`src/rtl/pc_sequencer.sv`:
```
// Program-counter sequencer: after a program load, walks the core through
// UPDATE -> FETCH -> EXEC per instruction and stops on jump-to-self or an illegal target.
module pc_sequencer #(
  parameter int                    DATA_WIDTH = 32,
  parameter logic [DATA_WIDTH-1:0] RESET_PC   = 32'h0000_0000,
  parameter logic [DATA_WIDTH-1:0] PC_LIMIT   = 32'h0000_03FC
) (
  input  logic                  clk,
  input  logic                  arst_n,
  input  logic                  load_start,
  input  logic                  load_done,
  input  logic [DATA_WIDTH-1:0] pc_cur,
  input  logic                  imem_valid,
  input  logic                  stall,
  input  logic                  branch_taken,
  input  logic [DATA_WIDTH-1:0] branch_target,
  output logic                  pc_load,
  output logic [DATA_WIDTH-1:0] pc_next,
  output logic                  imem_req,
  output logic                  running,
  output logic                  halted,
  output logic                  error,
  output logic [31:0]           retired_count
);

  typedef enum logic [2:0] {
    S_IDLE, S_UPDATE, S_FETCH, S_EXEC, S_HALT, S_ERROR
  } state_t;

  state_t                  state;
  logic [1:0]              rst_sync;
  logic                    rst_n;
  logic [DATA_WIDTH-1:0]   target;
  logic                    target_bad;
  logic [31:0]             count_inc;

  // Reset asserts asynchronously, releases two clk edges after arst_n rises.
  always_ff @(posedge clk or negedge arst_n) begin
    if (!arst_n) rst_sync <= 2'b00;
    else         rst_sync <= {rst_sync[0], 1'b1};
  end
  assign rst_n = rst_sync[1];

  assign target     = branch_taken ? branch_target : pc_cur + DATA_WIDTH'(4);
  assign target_bad = (target > PC_LIMIT) || (target[1:0] != 2'b00);
  assign count_inc  = (retired_count == 32'hFFFF_FFFF) ? retired_count : retired_count + 32'd1;

  always_ff @(posedge clk or negedge rst_n) begin
    if (!rst_n) begin
      state         <= S_IDLE;
      pc_next       <= RESET_PC;
      retired_count <= '0;
    end else if (load_start) begin
      // Loader owns the memory now; count is kept until the new program starts.
      state <= S_IDLE;
    end else begin
      case (state)
        S_IDLE: if (load_done) begin
          state         <= S_UPDATE;
          pc_next       <= RESET_PC;
          retired_count <= '0;
        end
        S_UPDATE: state <= S_FETCH;
        S_FETCH:  if (imem_valid) state <= S_EXEC;
        S_EXEC: if (!stall) begin
          if (target == pc_cur) begin
            state         <= S_HALT;
            retired_count <= count_inc;
          end else if (target_bad) begin
            state <= S_ERROR;
          end else begin
            state         <= S_UPDATE;
            pc_next       <= target;
            retired_count <= count_inc;
          end
        end
        S_HALT:   state <= S_HALT;
        S_ERROR:  state <= S_ERROR;
        default:  state <= S_IDLE;
      endcase
    end
  end

  assign pc_load  = (state == S_UPDATE);
  assign imem_req = (state == S_FETCH);
  assign running  = (state == S_UPDATE) || (state == S_FETCH) || (state == S_EXEC);
  assign halted   = (state == S_HALT);
  assign error    = (state == S_ERROR);

endmodule

```
`config.mk`:
```
export PLATFORM = sky130hd
export DESIGN_NAME = pc_sequencer
export DESIGN_NICKNAME = d
export VERILOG_FILES = /design/src/rtl/pc_sequencer.sv
export SDC_FILE = /design/constraint.sdc
export NUM_CORES = 1
export LEC_CHECK = 0
export BUFFER_PORTS_ARGS = -buffer_cell sky130_fd_sc_hd__clkbuf_2
export CORE_MARGIN = 2
export CORE_UTILIZATION = 52
export CTS_CLUSTER_SIZE = 14
export DETAILED_ROUTE_END_ITERATION = 12
export GPL_ROUTABILITY_DRIVEN = 0
export MAX_ROUTING_LAYER = met4
export PLACE_DENSITY = 0.81
export SYNTH_ARGS = -nofsm -noshare
export SYNTH_HDL_FRONTEND = slang
export SYNTH_SLANG_ARGS = --single-unit
```
`constraint.sdc`:
```
create_clock -name clk -period 2.52 [get_ports clk]
set_input_delay 0.252 -clock clk [delete_from_list [all_inputs] [get_ports clk]]
set_output_delay 0.252 -clock clk [all_outputs]
set_load 0.03 [all_outputs]
```
==> impl_metrics.tcl <==
set metrics [dict create \
    max_cap_viol_count 0 \
    slowest_stage "or4_1" \
    grt_pass1_wl_mm 29.1 \
    cp.arrival_ns 3.25 \
    antenna_left 0 \
    fin_hold_ws_ns 0.116 \
    tightest_slew_ns 0.566 \
    grt_use_total 0.391 \
    clock_skew_ns 0.0157 \
    setup_viol 65 \
    grt_pass1_vias 5737 \
    cts_root_buf "clkbuf_8" \
    yosysUniqueCellTypes 65 \
    p_leak_nw 3.47 \
    wirelength_mm 20.1 \
    hp-start "load_start" \
    slowest_delay_ns 0.52 \
    vias_per_cell 6.59 \
    die_h_um 97.8 \
    period_share 1.20 \
    fin_ws_ns -0.504 \
    cts_tree "built" \
    drive_above_1_share 0.473 \
    end_kind "flop" \
    synth_top_area_frac 0.377 \
    drc 0 \
    yosysTopAreaCell "dfrtp_1" \
    synth-seq-cells 69 \
    syn-num-nets 605 \
    cp-endpoint "retired_count[24]$_DFFE_PN0P_" \
    reg2reg_slack_ns -0.38 \
    wire_per_inst_um 22.2 \
    worstSetupStartpoint "branch_target[16]" \
    rr_worst_depth 11 \
    critPathRequiredTime_ns 2.74 \
    failed_checks "setup timing" \
    num_vias 5962 \
    power_density_nw_per_um2 414 \
    syn_area_per_cell_um2 8.60 \
    clk_path_buf_depth 2 \
    die_area_um2 9570 \
    peakVddDrop_mv 0.544 \
    dominantRegCellSynth "dfrtp_1" \
    clk_latency_ns 0.36 \
    clk_pin_slew_worst_paths_ns 0.09 \
    core_um2 8640 \
    fin_crit_ns 3.02 \
    p_total_mw 3.06 \
    fillers 435 \
    r2r-end "retired_count[24]$_DFFE_PN0P_" \
    finalMaxSlewViolations 0 \
    firstDrtPassIters 6 \
    dpl.cell_count 868 \
    synthTopCellsByArea "dfrtp_1 38%, o21ai_0 4.5%, nor2b_1 4.2%, xnor2_1 4.0%, xor2_1 4.0%" \
    clock.fmax_mhz 331 \
    start_util 0.530 \
    io_pins 140 \
    yosysWarnings 0 \
    stdcell_count 905 \
    tns_ns -21.02 \
    synthCells 532 \
    path_max_fanout 5 \
    die_x_um 97.8 \
    nets 865 \
    async_flop_share 1.00 \
    maxSlewHeadroom 0.623 \
    hold_viol 0 \
    dp_hpwl_mm 11.7 \
    port_buffers 139 \
    row_count 34 \
    drt_iter0_drc 634 \
    diodes 0 \
    worstSetupPathType "input pin to flop" \
    clock_sinks 69 \
    synth-edff-count 0 \
    antenna_found_initial 0 \
    grt_max_degree 44 \
    hp-class "input pin to flop" \
    rsz0062_at_grt "yes" \
    seq_area_frac_synth 0.377 \
    cts_made_buffers 9 \
    syn2layout_area_growth_pct 61.4 \
    start_kind "input pin" \
    reg2reg_from "retired_count[0]$_DFFE_PN0P_" \
    grt_remaining_overflow 0 \
    status "finished with violations" \
    crit_chain "clkbuf_2 -> nor4_1 -> and3_1 -> a21oi_1 -> a2111o_1 -> or4_1 -> a211o_1 -> o21bai_4 -> buf_6 -> buf_16 -> a41oi_2 -> o21ai_2 -> o41ai_2" \
    h-tree-depth 3 \
    syn_area_um2 4580 \
]
## power by group
| part | internal [mW] | switching [mW] |
|---|---|---|
| Clock | 0.658 | 0.466 |
| Sequential | 1.12 | 0.0277 |
| Combinational | 0.328 | 0.457 |
## area by class of cell
class,count,area [µm²],area share
Clock inverter,6,111,0.0151
Inverter,13,48.8,0.00661
Clock buffer,10,128,0.0173
Timing Repair Buffer,280,2050,0.277
Tap cell,108,135,0.0183
Multi-Input combinational cell,419,3180,0.431
Sequential cell,69,1730,0.234
## kinds of logic (layout without fill, tap and decap cells)
family / after synthesis / after routing / synth area share
multiplexers: 6 / 6 / 0.0137
other: 1 / 1 / 0.000820
XOR/XNOR: 42 / 42 / 0.0804
AND/OR/NAND/NOR: 214 / 214 / 0.261
flip-flops: 69 / 69 / 0.377
buffers and inverters: 44 / 309 / 0.0418
adder cells (fa/ha/maj): 2 / 2 / 0.00547
AO/OA/AOI/OAI: 154 / 154 / 0.219
## sequential cells by signal (all words and copies together), names as in the netlist
register	cells
state	3
rst_sync	2
pc_next	32
retired_count	32
## synth_stat cells, types with 3 or more instances
library cell and instances:
or3_1 4, and3_1 18, nor2_1 29, nand4_1 14, mux2i_1 4, a211oi_1 5
o211ai_1 3, a2111oi_0 3, a211o_1 3, nor2b_1 31, nor4_1 15, inv_1 13
a31oi_1 7, o21ai_1 17, or4_1 3, nand2b_1 4, a41oi_1 4, xnor2_1 21
and2_1 6, nor3_1 9, nand2_2 3, o21ai_0 41, nand3_1 27, o41ai_1 4
buf_1 3, dfrtp_1 69, o31ai_1 11, xor2_1 21, buf_2 9, a21o_1 3
a21oi_1 33, buf_4 4, nand2_1 34, clkbuf_1 15, nand3b_1 3
## worst min-delay path by stage
stage	depth (start not counted)	slack, ns	to
final	2	0.12	state[1]$_DFFE_PN0P_
after global routing	2	0.11	state[1]$_DFFE_PN0P_
after CTS	2	0.11	state[1]$_DFFE_PN0P_
after detailed placement	1	0.04	rst_sync[0]$_DFF_PN0_
after global placement	1	0.04	rst_sync[0]$_DFF_PN0_
after floorplan	0	-0.04	rst_sync[0]$_DFF_PN0_
## what timing repair did
| item | in CTS | in global routing |
|---|---|---|
| hold buffers | 1 | 0 |
| setup endpoints to repair | 65 | 65 |
| buffers inserted | 13 | 6 |
| cloned | 4 | 1 |
| pin swaps | 20 | 27 |
| gates resized for setup | 83 | 52 |
| hold endpoints to repair | 2 | 0 |
## metrics by stage
| stage | utilization | worst slack, ns | area (µm²) |
|---|---|---|---|
| after detailed placement | 0.732 | -0.708 | 6320 |
| after CTS | 0.832 | -0.247 | 7190 |
| after global placement | 0.732 | -0.628 | 6320 |
| after floorplan | - | -0.380 | 4730 |
| final | 0.855 | -0.504 | 7380 |
| after global routing | 0.855 | -0.623 | 7380 |
## placed cells by master, fill, tap and decap left out, types with 11 or more instances in the layout
master,count
dfrtp_1,65
a21oi_1,24
o21ai_1,38
and3_1,14
buf_4,121
clkbuf_8,12
xnor2_1,21
clkbuf_2,128
nand2_1,31
nand4_1,14
nor2_1,29
nor2b_1,29
o21ai_0,11
inv_1,13
nor4_1,11
xor2_1,21
nand3_1,24
## worst max-delay path, delay by kind of cell
family                 cells  cell delay, ns
AO/OA/AOI/OAI              7            1.35
buffers and inverters      3            0.43
AND/OR/NAND/NOR            3            1.20
## metal layers
metal / vias to the layer above / wire length (µm) / GRT usage / part of all wire
met5: - / 0 / - / 0
met4: 0 / 1630 / 0.190 / 0.081
met3: 165 / 1940 / 0.0838 / 0.096
met2: 515 / 9420 / 0.631 / 0.47
met1: 2791 / 7130 / 0.467 / 0.35
li1: 2491 / - / - / -
No activity file was read; power rests on OpenSTA's default activity.
